<file path="src/rtl/stack_link_master.sv">
// Host-side link master driving a stack device over a strobe/ack command port.
// Define STACK_LINK_MASTER_TIMEOUT_EN to abort unanswered commands after TIMEOUT_CYCLES.
module stack_link_master #(
    parameter int unsigned TIMEOUT_CYCLES = 15
) (
    input  logic       clk,
    input  logic       rst_n,
    input  logic       ena,
    input  logic       req_valid,
    output logic       req_ready,
    input  logic [1:0] req_op,
    input  logic [7:0] req_data,
    output logic       rsp_valid,
    input  logic       rsp_ready,
    output logic [7:0] rsp_data,
    output logic       rsp_err,
    output logic [7:0] dev_data_o,
    output logic [1:0] dev_cmd_o,
    output logic       dev_strb_o,
    input  logic [7:0] dev_data_i,
    input  logic       dev_ack_i,
    input  logic       dev_full_i,
    input  logic       dev_empty_i,
    output logic [7:0] txn_count_o
);

    typedef enum logic [1:0] {IDLE, ISSUE, WAIT, DONE} state_t;

    localparam logic [1:0] OP_NOP  = 2'b00;
    localparam logic [1:0] OP_PUSH = 2'b01;

    state_t     r_state, w_state_nx;
    logic [1:0] r_op, w_op_nx;
    logic [7:0] r_data, w_data_nx;
    logic [7:0] r_rsp_data, w_rsp_data_nx;
    logic       r_rsp_err, w_rsp_err_nx;
    logic [7:0] r_cnt, w_cnt_nx;
    logic       w_accept;
    logic       w_reject;

`ifdef STACK_LINK_MASTER_TIMEOUT_EN
    logic [7:0] r_tmo, w_tmo_nx;
`else
    logic       w_unused_tmo;
    assign w_unused_tmo = |8'(TIMEOUT_CYCLES);
`endif

    assign req_ready = rst_n & ena & (r_state == IDLE);
    assign w_accept  = req_valid & req_ready;
    // Refuse commands the device would not be able to honour
    assign w_reject  = ((req_op == OP_PUSH) & dev_full_i) |
                       ((req_op[1] == 1'b1) & dev_empty_i);

    always_comb begin
        w_state_nx    = r_state;
        w_op_nx       = r_op;
        w_data_nx     = r_data;
        w_rsp_data_nx = r_rsp_data;
        w_rsp_err_nx  = r_rsp_err;
        w_cnt_nx      = r_cnt;
`ifdef STACK_LINK_MASTER_TIMEOUT_EN
        w_tmo_nx      = '0;
`endif
        unique case (r_state)
            IDLE: begin
                if (w_accept) begin
                    w_op_nx       = req_op;
                    w_data_nx     = req_data;
                    w_rsp_data_nx = '0;
                    w_rsp_err_nx  = 1'b0;
                    if (req_op == OP_NOP) begin
                        w_state_nx = DONE;
                    end else if (w_reject) begin
                        w_state_nx   = DONE;
                        w_rsp_err_nx = 1'b1;
                    end else begin
                        w_state_nx = ISSUE;
                    end
                end
            end
            ISSUE: w_state_nx = WAIT;
            WAIT: begin
                if (dev_ack_i) begin
                    w_state_nx    = DONE;
                    w_rsp_data_nx = (r_op == OP_PUSH) ? 8'h00 : dev_data_i;
                    w_rsp_err_nx  = 1'b0;
                    w_cnt_nx      = r_cnt + 8'd1;
                end
`ifdef STACK_LINK_MASTER_TIMEOUT_EN
                else if (r_tmo == 8'(TIMEOUT_CYCLES - 1)) begin
                    w_state_nx    = DONE;
                    w_rsp_data_nx = '0;
                    w_rsp_err_nx  = 1'b1;
                end else begin
                    w_tmo_nx = r_tmo + 8'd1;
                end
`endif
            end
            DONE: begin
                if (rsp_ready) begin
                    w_state_nx = IDLE;
                end
            end
            default: w_state_nx = IDLE;
        endcase
    end

    always_ff @(posedge clk or negedge rst_n) begin
        if (!rst_n) begin
            r_state    <= IDLE;
            r_op       <= '0;
            r_data     <= '0;
            r_rsp_data <= '0;
            r_rsp_err  <= 1'b0;
            r_cnt      <= '0;
`ifdef STACK_LINK_MASTER_TIMEOUT_EN
            r_tmo      <= '0;
`endif
        end else begin
            r_state    <= w_state_nx;
            r_op       <= w_op_nx;
            r_data     <= w_data_nx;
            r_rsp_data <= w_rsp_data_nx;
            r_rsp_err  <= w_rsp_err_nx;
            r_cnt      <= w_cnt_nx;
`ifdef STACK_LINK_MASTER_TIMEOUT_EN
            r_tmo      <= w_tmo_nx;
`endif
        end
    end

    // Command lines are only live while the strobe is up
    assign dev_strb_o  = (r_state == ISSUE) | (r_state == WAIT);
    assign dev_cmd_o   = dev_strb_o ? r_op : 2'b00;
    assign dev_data_o  = dev_strb_o ? r_data : 8'h00;
    assign rsp_valid   = (r_state == DONE);
    assign rsp_data    = rsp_valid ? r_rsp_data : 8'h00;
    assign rsp_err     = rsp_valid & r_rsp_err;
    assign txn_count_o = r_cnt;

endmodule

</file>
<file path="config.mk">
export PLATFORM = sky130hd
export DESIGN_NAME = stack_link_master
export DESIGN_NICKNAME = d
export VERILOG_FILES = /design/src/rtl/stack_link_master.sv
export SDC_FILE = /design/constraint.sdc
export NUM_CORES = 1
export LEC_CHECK = 0
export CAP_MARGIN = 20
export CORE_UTILIZATION = 40
export DETAILED_ROUTE_END_ITERATION = 8
export HOLD_SLACK_MARGIN = 0.03
export PLACE_DENSITY = 0.73
export SYNTH_ARGS = -nofsm -noshare
export SYNTH_HDL_FRONTEND = slang
export SYNTH_SLANG_ARGS = --single-unit
</file>
<file path="constraint.sdc">
create_clock -name clk -period 3.2 [get_ports clk]
set_clock_uncertainty 0.05 [all_clocks]
set_input_delay 0.64 -clock clk [delete_from_list [all_inputs] [get_ports clk]]
set_output_delay 0.64 -clock clk [all_outputs]
set_load 0.02 [all_outputs]
</file>
After elaboration in Yosys (flattened, before gate mapping)
Cells that the tools add are included.
{"block": "word_totals", "regBits": 29, "latchBits": 0, "mem_bits_rw": 0, "rom_bits": 0, "in_bits": 26, "out_inout_bits": 30, "elab_cells": 48, "memories": 0}
{"block": "classes", "n_addsub": 1, "n_mul": 0, "div": 0, "order_cmp": 0, "n_eq_ne": 8, "shift": 0, "mux": 18, "bitwise": 8, "n_reduce_logical": 7}
{"op": "$mux W8", "n": 5}
{"op": "$pmux W8 S2", "n": 1}
{"op": "$mux W2", "n": 6}
{"op": "$add A8 B1 Y8 const B", "n": 1}
{"op": "$pmux W2 S4", "n": 1}
{"op": "$and A1 B1 Y1", "n": 6}
{"op": "$eq A2 B1 Y1 const B", "n": 3}
{"op": "$reduce_and A3 Y1", "n": 2}
{"op": "$eq A2 B2 Y1 const B", "n": 2}
{"op": "$logic_not A2 Y1", "n": 2}
{"op": "$mux W1", "n": 4}
{"op": "$ne A2 B2 Y1 const B", "n": 2}
{"op": "$reduce_and A2 Y1", "n": 2}
{"op": "$ne A2 B1 Y1 const B", "n": 1}
{"op": "$or A1 B1 Y1", "n": 2}
{"op": "$pmux W1 S2", "n": 1}
{"op": "$reduce_bool A2 Y1", "n": 1}

Depth between registers and ports, before layout
Gate-level depths: netlist of the first run.
{"block": "depth", "word_depth": 7, "depth_mapped": 6, "ltp_nobuf": 5}

Least setup slack after synthesis of the first run
No wires, ideal clock.
{"block": "synth_timing", "path_kind": "flip-flop to output port", "from": "register r_state[1]", "to": "output port dev_data_o[0]", "arrival_time_ns": 1.278, "required_time_ns": 2.510, "path_slack_ns": 1.232, "stages_incl_launch_ff": 5, "path_buffers": 1, "cell_sequence": "dfrtp_1 inv_1 ha_1 clkbuf_1 and2_1"}
{"block": "synth_via", "elab_chain_cells": 3, "elab_cells_between_ends": 4, "cone_classes": "eq/ne: 2; mux: 1; bitwise: 1"}
{"element": "from (decl)", "line": "32", "rtl": "state_t r_state, w_state_nx;"}
{"element": "from (signal assigned)", "line": "120", "rtl": "r_state <= w_state_nx;"}
{"element": "$eq A2 B1 Y1 or $eq A2 B2 Y1 (tied branches)", "line": "133", "rtl": "assign dev_strb_o = (r_state == ISSUE) | (r_state == WAIT);"}
{"element": "$or A1 B1 Y1 *", "line": "133"}
{"element": "net dev_strb_o", "line": "19", "rtl": "output logic dev_strb_o,"}
{"element": "$mux W8 *", "line": "135", "rtl": "assign dev_data_o = dev_strb_o ? r_data : 8'h00;"}
{"element": "to (decl)", "line": "17", "rtl": "output logic [7:0] dev_data_o,"}
The timed path passes the listed nets; every way through them passes the cells marked *.

Final worst setup path of the first run
{"block": "layout_timing", "from": "register r_state[0]", "to": "output port dev_data_o[3]"}
{"block": "layout_via", "elab_chain_cells": 3, "elab_cells_between_ends": 4, "cone_classes": "eq/ne: 2; mux: 1; bitwise: 1"}
{"element": "$eq A2 B1 Y1 or $eq A2 B2 Y1 (tied branches)", "line": "133"}
{"element": "$or A1 B1 Y1 *", "line": "133"}
{"element": "$mux W8 *", "line": "135"}
Mark *: on every way between the ends. The rest lies on a longest branch, timed or not.

==> metrics.txt, run 1 <==
outcome finished, final reports clean; Mapped Nets 155; Post-Syn Area per Cell 11.9 µm²; io pins 56; Avg WL per Cell 13.5 µm; layout cell share with drive strength beyond 1 0.172; Worst Setup End Kind primary output; Reg2Reg Launch Point r_state[0]; standard-cell rows 21; die footprint 3940 µm²; grt ovf 0; Worst slew margin 0.700; critical path data arrival time 1.99 ns; CTS tree done; HPWL after DPL 2350 µm; synth warn 0; Synth area leaders dfrtp_1 (49%), mux2_2 (14%), and2_1 (8.1%); Clock Latency Late Sink 0.27 ns; Core ar. 3440 µm²; Max-Cap Viols 0; synthesized area 1480 µm²; drt via density 4.97; crit path kind flop to primary output; slowest stage delay, CP 0.61 ns; worst-case clock buffer depth 2; crit share post-route 0.838; Die X 62.8 µm; Setup TNS Final 0 ns; RD Place Congestion 0.738; Peak VDD IR 0.596 mV; DRC errors left 0; Die H 62.8 µm; Final Hold Fails 0; CP max FO 12; sequential share of the synthesized area 0.492; worst hold path stage count 1; ant diodes 0; largest net degree at the start of global routing 31; post-cts hold buffer count 0; FMAX 373 MHz; Slew Limit Fails 0; ys async rst share 1.00; Synth cell types 27; clock root buffer clkbuf_8; Worst-path clk slew 0.06 ns; worst path cell trace inv_1 > ha_1 > and2_1 > clkdlybuf4s50_1; Register-to-Register Path Depth 5; starting density of the core 0.429; Endpoint, Worst Hold txn_count_o[7]; Post-synth top cells dfrtp_1 (29), and2_1 (19), mux2_2 (19); GR Util All Layers 0.173; flop2flop setup slack 1.21 ns; RSZ-0062 raised after global routing false; CTS Buf Count 5; first-pass GRT wire length 5260 µm; Critical path buffers and inverters 2; antenna violations before repair 0; via count 1,154; fin crit period 2.68 ns; final setup fails 0; CTS resizes 0; ys flop type dfrtp_1; post-synth top area share 0.492; Tightest Pin Transition 0.450 ns; fin cells 232; top-count cell post-synth dfrtp_1; Initial DRC Count 30; Post-synth EDFFs 0; port bufs 55; final WL 3130 µm; leakage power 0.979 nW; clock sinks 29; level count of the clock H-tree 2; slowest cell on the critical path clkdlybuf4s50_1; nets 216; Crit path required time 2.51 ns; CP delay by family, top buffers and inverters; setup bufs post-CTS 0; PwrDens 938 nW/µm²; ANT nets after route 0; capturing point of the worst reg2reg path r_rsp_data[5]; crit path launch type flop; Area growth syn-to-layout 46.9%; synthesized flop and latch total 29; Initial DRT Pass Iterations 4; Worst Hold Launch txn_count_o[7]; Syn Inst Count 124; Placed Cells 224; HP Class flop to flop; Yosys top cell by area dfrtp_1; vias in the first global route 1,190
==> cells in the final DEF (no fill, tap or decap), drive strengths merged, types with 2 or more instances in the layout <==
master	netlist	final
xnor2	7	7
inv	4	4
ha	5	5
nand3	3	3
mux2i	2	2
dfrtp	29	29
nand2b	3	3
clkbuf	2	6
clkinv	0	2
a21oi	3	3
a21o	2	2
clkdlybuf4s50	0	55
nand2	2	2
and3	11	11
mux2	19	19
and2	19	19
buf	1	2
nand4	4	4
==> worst max-delay path by stage <==
stage | start | end | slack (ns) | depth (start not counted)
detailed placement | rst_n | req_ready | 0.53 | 3
CTS | r_state[0] | dev_data_o[3] | 0.48 | 4
floorplan | r_state[1] | dev_data_o[0] | 1.23 | 4
finish | r_state[0] | dev_data_o[3] | 0.52 | 4
global placement | rst_n | req_ready | 0.52 | 3
global route | r_state[1] | dev_data_o[5] | 0.39 | 4
==> area by class of cell <==
class | count | area [µm²]
Tap cell | 46 | 57.6
Clock buffer | 6 | 72.6
Sequential cell | 29 | 726
Timing Repair Buffer | 57 | 566
Multi-Input combinational cell | 88 | 722
Fill cell | 285 | 1270
Clock inverter | 2 | 10.0
Inverter | 4 | 15.0
==> power breakdown <==
| part | leakage [nW] | internal (mW) | total [mW] | switching (mW) |
|---|---|---|---|---|
| combinational | 0.564 | 0.580 | 1.12 | 0.541 |
| clock | 0.0450 | 0.150 | 0.275 | 0.125 |
| sequential | 0.370 | 0.530 | 0.637 | 0.107 |
| total | 0.979 | 1.26 | 2.03 | 0.773 |
==> cells by family (layout without fill, tap and decap cells) <==
kind of cell    Yosys count  after routing  share of synthesized area
simple gates             47             47                      0.200
mux                      21             21                      0.158
fa+ha+maj                 5              5                     0.0424
flops                    29             29                      0.492
xor+xnor                  7              7                     0.0415
compound gates            8              8                     0.0466
buf+inv                   7             69                     0.0195
==> sequential cells by signal, summed over array words and instances (netlist names) <==
name         cells
r_data           8
r_op             2
r_rsp_data       8
r_rsp_err        1
r_state          2
txn_count_o      8
==> layer usage <==
metal	GRT usage	vias to the layer above	routed length, µm
li1	-	554	-
met1	0.197	547	1340
met2	0.288	51	1540
met3	0.0766	2	238
met4	0.0610	0	14
met5	0	-	0
==> stage by stage <==
step	total power, mW	setup slack, ns	hold slack [ns]	utilization	instance area [µm²]
after detailed placement	1.77	0.528	0.422	0.606	2090
after global placement	1.74	0.525	0.411	0.606	2090
after floorplan	1.31	1.23	0.294	-	1480
after CTS	2.06	0.478	0.429	0.630	2170
final	2.03	0.520	0.422	0.630	2170
after global routing	2.19	0.386	0.466	0.630	2170
Power figures use the tool's default switching activity.
==> inputs of run 2 (changes only) <==
--- a/config.mk
+++ b/config.mk
@@ -6,10 +6,10 @@
 export NUM_CORES = 1
 export LEC_CHECK = 0
 export CAP_MARGIN = 20
-export CORE_UTILIZATION = 40
+export CORE_UTILIZATION = 39
 export DETAILED_ROUTE_END_ITERATION = 8
 export HOLD_SLACK_MARGIN = 0.03
-export PLACE_DENSITY = 0.73
+export PLACE_DENSITY = 0.74
 export SYNTH_ARGS = -nofsm -noshare
 export SYNTH_HDL_FRONTEND = slang
 export SYNTH_SLANG_ARGS = --single-unit
==> constraint.sdc (replaced) <==
create_clock -name clk -period 2.25 [get_ports clk]
set_clock_uncertainty 0.05 [all_clocks]
set_input_delay 0.45 -clock clk [delete_from_list [all_inputs] [get_ports clk]]
set_output_delay 0.45 -clock clk [all_outputs]
set_load 0.02 [all_outputs]
==> run 2 against run 1 <==
Effect of this change: combinational power grew 38%; routed wire length grew 4.5%; hold slack gained 0.0036 ns; global-route usage grew 0.47 points; setup slack lost 0.47 ns; die area grew 2.5%; final cell count grew 1.7%; non-clock buffer count grew 4; critical endpoint is now rsp_err; largest cell class is now multi-input gates; final area grew 0.98%; critical path type unchanged; sequential share of layout area shrank 0.33 points.
==> metrics.txt, run 2 (synthesis results as in run 1) <==
Slew Limit Fails 0 (unchanged); CP max FO 11 (-1); io pins 56 (unchanged); Crit path required time 1.75 ns (-0.76 ns); commonest non-fill, non-tap cells in the layout clkdlybuf4s50_1 (43), dfrtp_1 (29), and2_1 (19), mux2_2 (19); final WL 3270 µm (+4.5%); die footprint 4040 µm² (+2.5%); nets 220 (+1.9%); first-pass GRT wire length 5450 µm (+3.6%); starting density of the core 0.426 (-0.00325); clock root buffer clkbuf_8; GR Util All Layers 0.178 (+0.00470); fin crit period 2.20 ns; CP startpoint r_state[1]; Total Power 2.84 mW (+40%); crit path kind flop to primary output; Initial DRC Count 33 (+10%); FMAX 454 MHz; Area growth syn-to-layout 48.3%; Initial DRT Pass Iterations 3 (-1); Core ar. 3470 µm² (+0.76%); vias in the first global route 1,240 (+4.2%); Worst Setup End Kind primary output; flop2flop setup slack 0.41 ns (-0.80 ns); CTS Buf Count 5 (unchanged); ANT nets after route 0 (unchanged); setup bufs post-CTS 0 (unchanged); Die H 63.5 µm (+1.2%); port bufs 55 (unchanged); ant diodes 0 (unchanged); Worst-path clk slew 0.06 ns (about the same); Worst Setup EP rsp_err; CTS tree done; Clock Latency Late Sink 0.28 ns (about the same); Max-Cap Viols 0 (unchanged); crit share post-route 0.979; RSZ-0062 raised after global routing true; capturing point of the worst reg2reg path r_rsp_data[7]; drt via density 4.86 (-2.2%); standard-cell rows 21 (unchanged); Worst slew margin 0.787 (+0.0864); HPWL after DPL 2530 µm (+7.3%); HP Class flop to flop; multi-input logic area 727 µm² (+0.69%); Peak VDD IR 0.700 mV (+17%); PwrDens 1300 nW/µm² (+38%); fillers 301 (+5.6%); Die X 63.5 µm (+1.2%); largest net degree at the start of global routing 19 (-39%); Sequential Area 726 µm² (unchanged); DRC errors left 0 (unchanged); via count 1,148 (-0.52%); RD Place Congestion 0.748 (+1.4%); leakage power 1.04 nW (+6.6%); Tightest Pin Transition 0.320 ns (-0.130 ns); final setup fails 0 (unchanged); Placed Cells 228 (+1.8%); fin cells 236 (+1.7%); most common cell after layout, fill and taps aside clkdlybuf4s50_1; antenna violations before repair 0 (unchanged); layout cell share with drive strength beyond 1 0.189 (+0.0174); critical path data arrival time 1.70 ns (-0.29 ns); grt ovf 0 (unchanged); Register-to-Register Path Depth 6 (+1); outcome finished, final reports clean; Avg WL per Cell 13.8 µm (+2.7%); level count of the clock H-tree 2 (unchanged); crit path launch type flop; clock sinks 29 (unchanged); worst-case clock buffer depth 2 (unchanged); Final Hold Fails 0 (unchanged); Reg2Reg Launch Point r_state[1]
[run 2: how the worst min path moves through the flow]
| stage | start | end | cells after the start |
|---|---|---|---|
| global placement | txn_count_o[7] | txn_count_o[7] | 1 |
| detailed placement | txn_count_o[7] | txn_count_o[7] | 1 |
| CTS | txn_count_o[7] | txn_count_o[7] | 1 |
| finish | txn_count_o[7] | txn_count_o[7] | 1 |
| floorplan | rst_n | r_data[0] | 0 |
| global route | r_data[2] | r_data[2] | 1 |
[run 2: routing by layer]
layer	vias up	part of all wire	GRT usage
li1	557	-	-
met1	538	0.43	0.192
met2	45	0.49	0.320
met3	8	0.063	0.0435
met4	0	0.018	0.0881
met5	-	0	0
[run 2: stage by stage]
stage           util  hold slack, ns  setup slack (ns)  instance area, µm²  setup TNS, ns
2_1_floorplan      -           0.104             0.472                1480              0
3_3_place_gp   0.610           0.409            0.0660                2120              0
3_5_place_dp   0.610           0.419            0.0413                2120              0
4_1_cts        0.631           0.427           0.00797                2190              0
5_1_grt        0.631           0.458           -0.0202                2190        -0.0758
6_report       0.631           0.426            0.0472                2190              0
[run 2: timing repair]
action                                  in CTS  in global routing
hold buffers                                 0                  0
resized for setup                           13                  1
gates cloned                                 0                  0
endpoints found under the setup margin      20                  9
[run 2: cell type report]
cell class	instances	share of cell area
clock buffer	8	0.0366
inverter	4	0.00686
multi-input combinational	88	0.332
sequential	29	0.331
tap	46	0.0263
timing repair buffer	61	0.267
[run 2: where the power goes]
part	leakage, nW	internal, mW	switching, mW	total (mW)
Combinational	0.634	0.763	0.779	1.54
Sequential	0.370	0.754	0.149	0.904
Clock	0.0395	0.219	0.175	0.394
[run 2: worst max-delay path: stages, from the launching register on]
cell             delay (ns)
dfrtp_1                0.38
ha_2                   0.29
and2_1                 0.16
clkdlybuf4s50_1        0.61
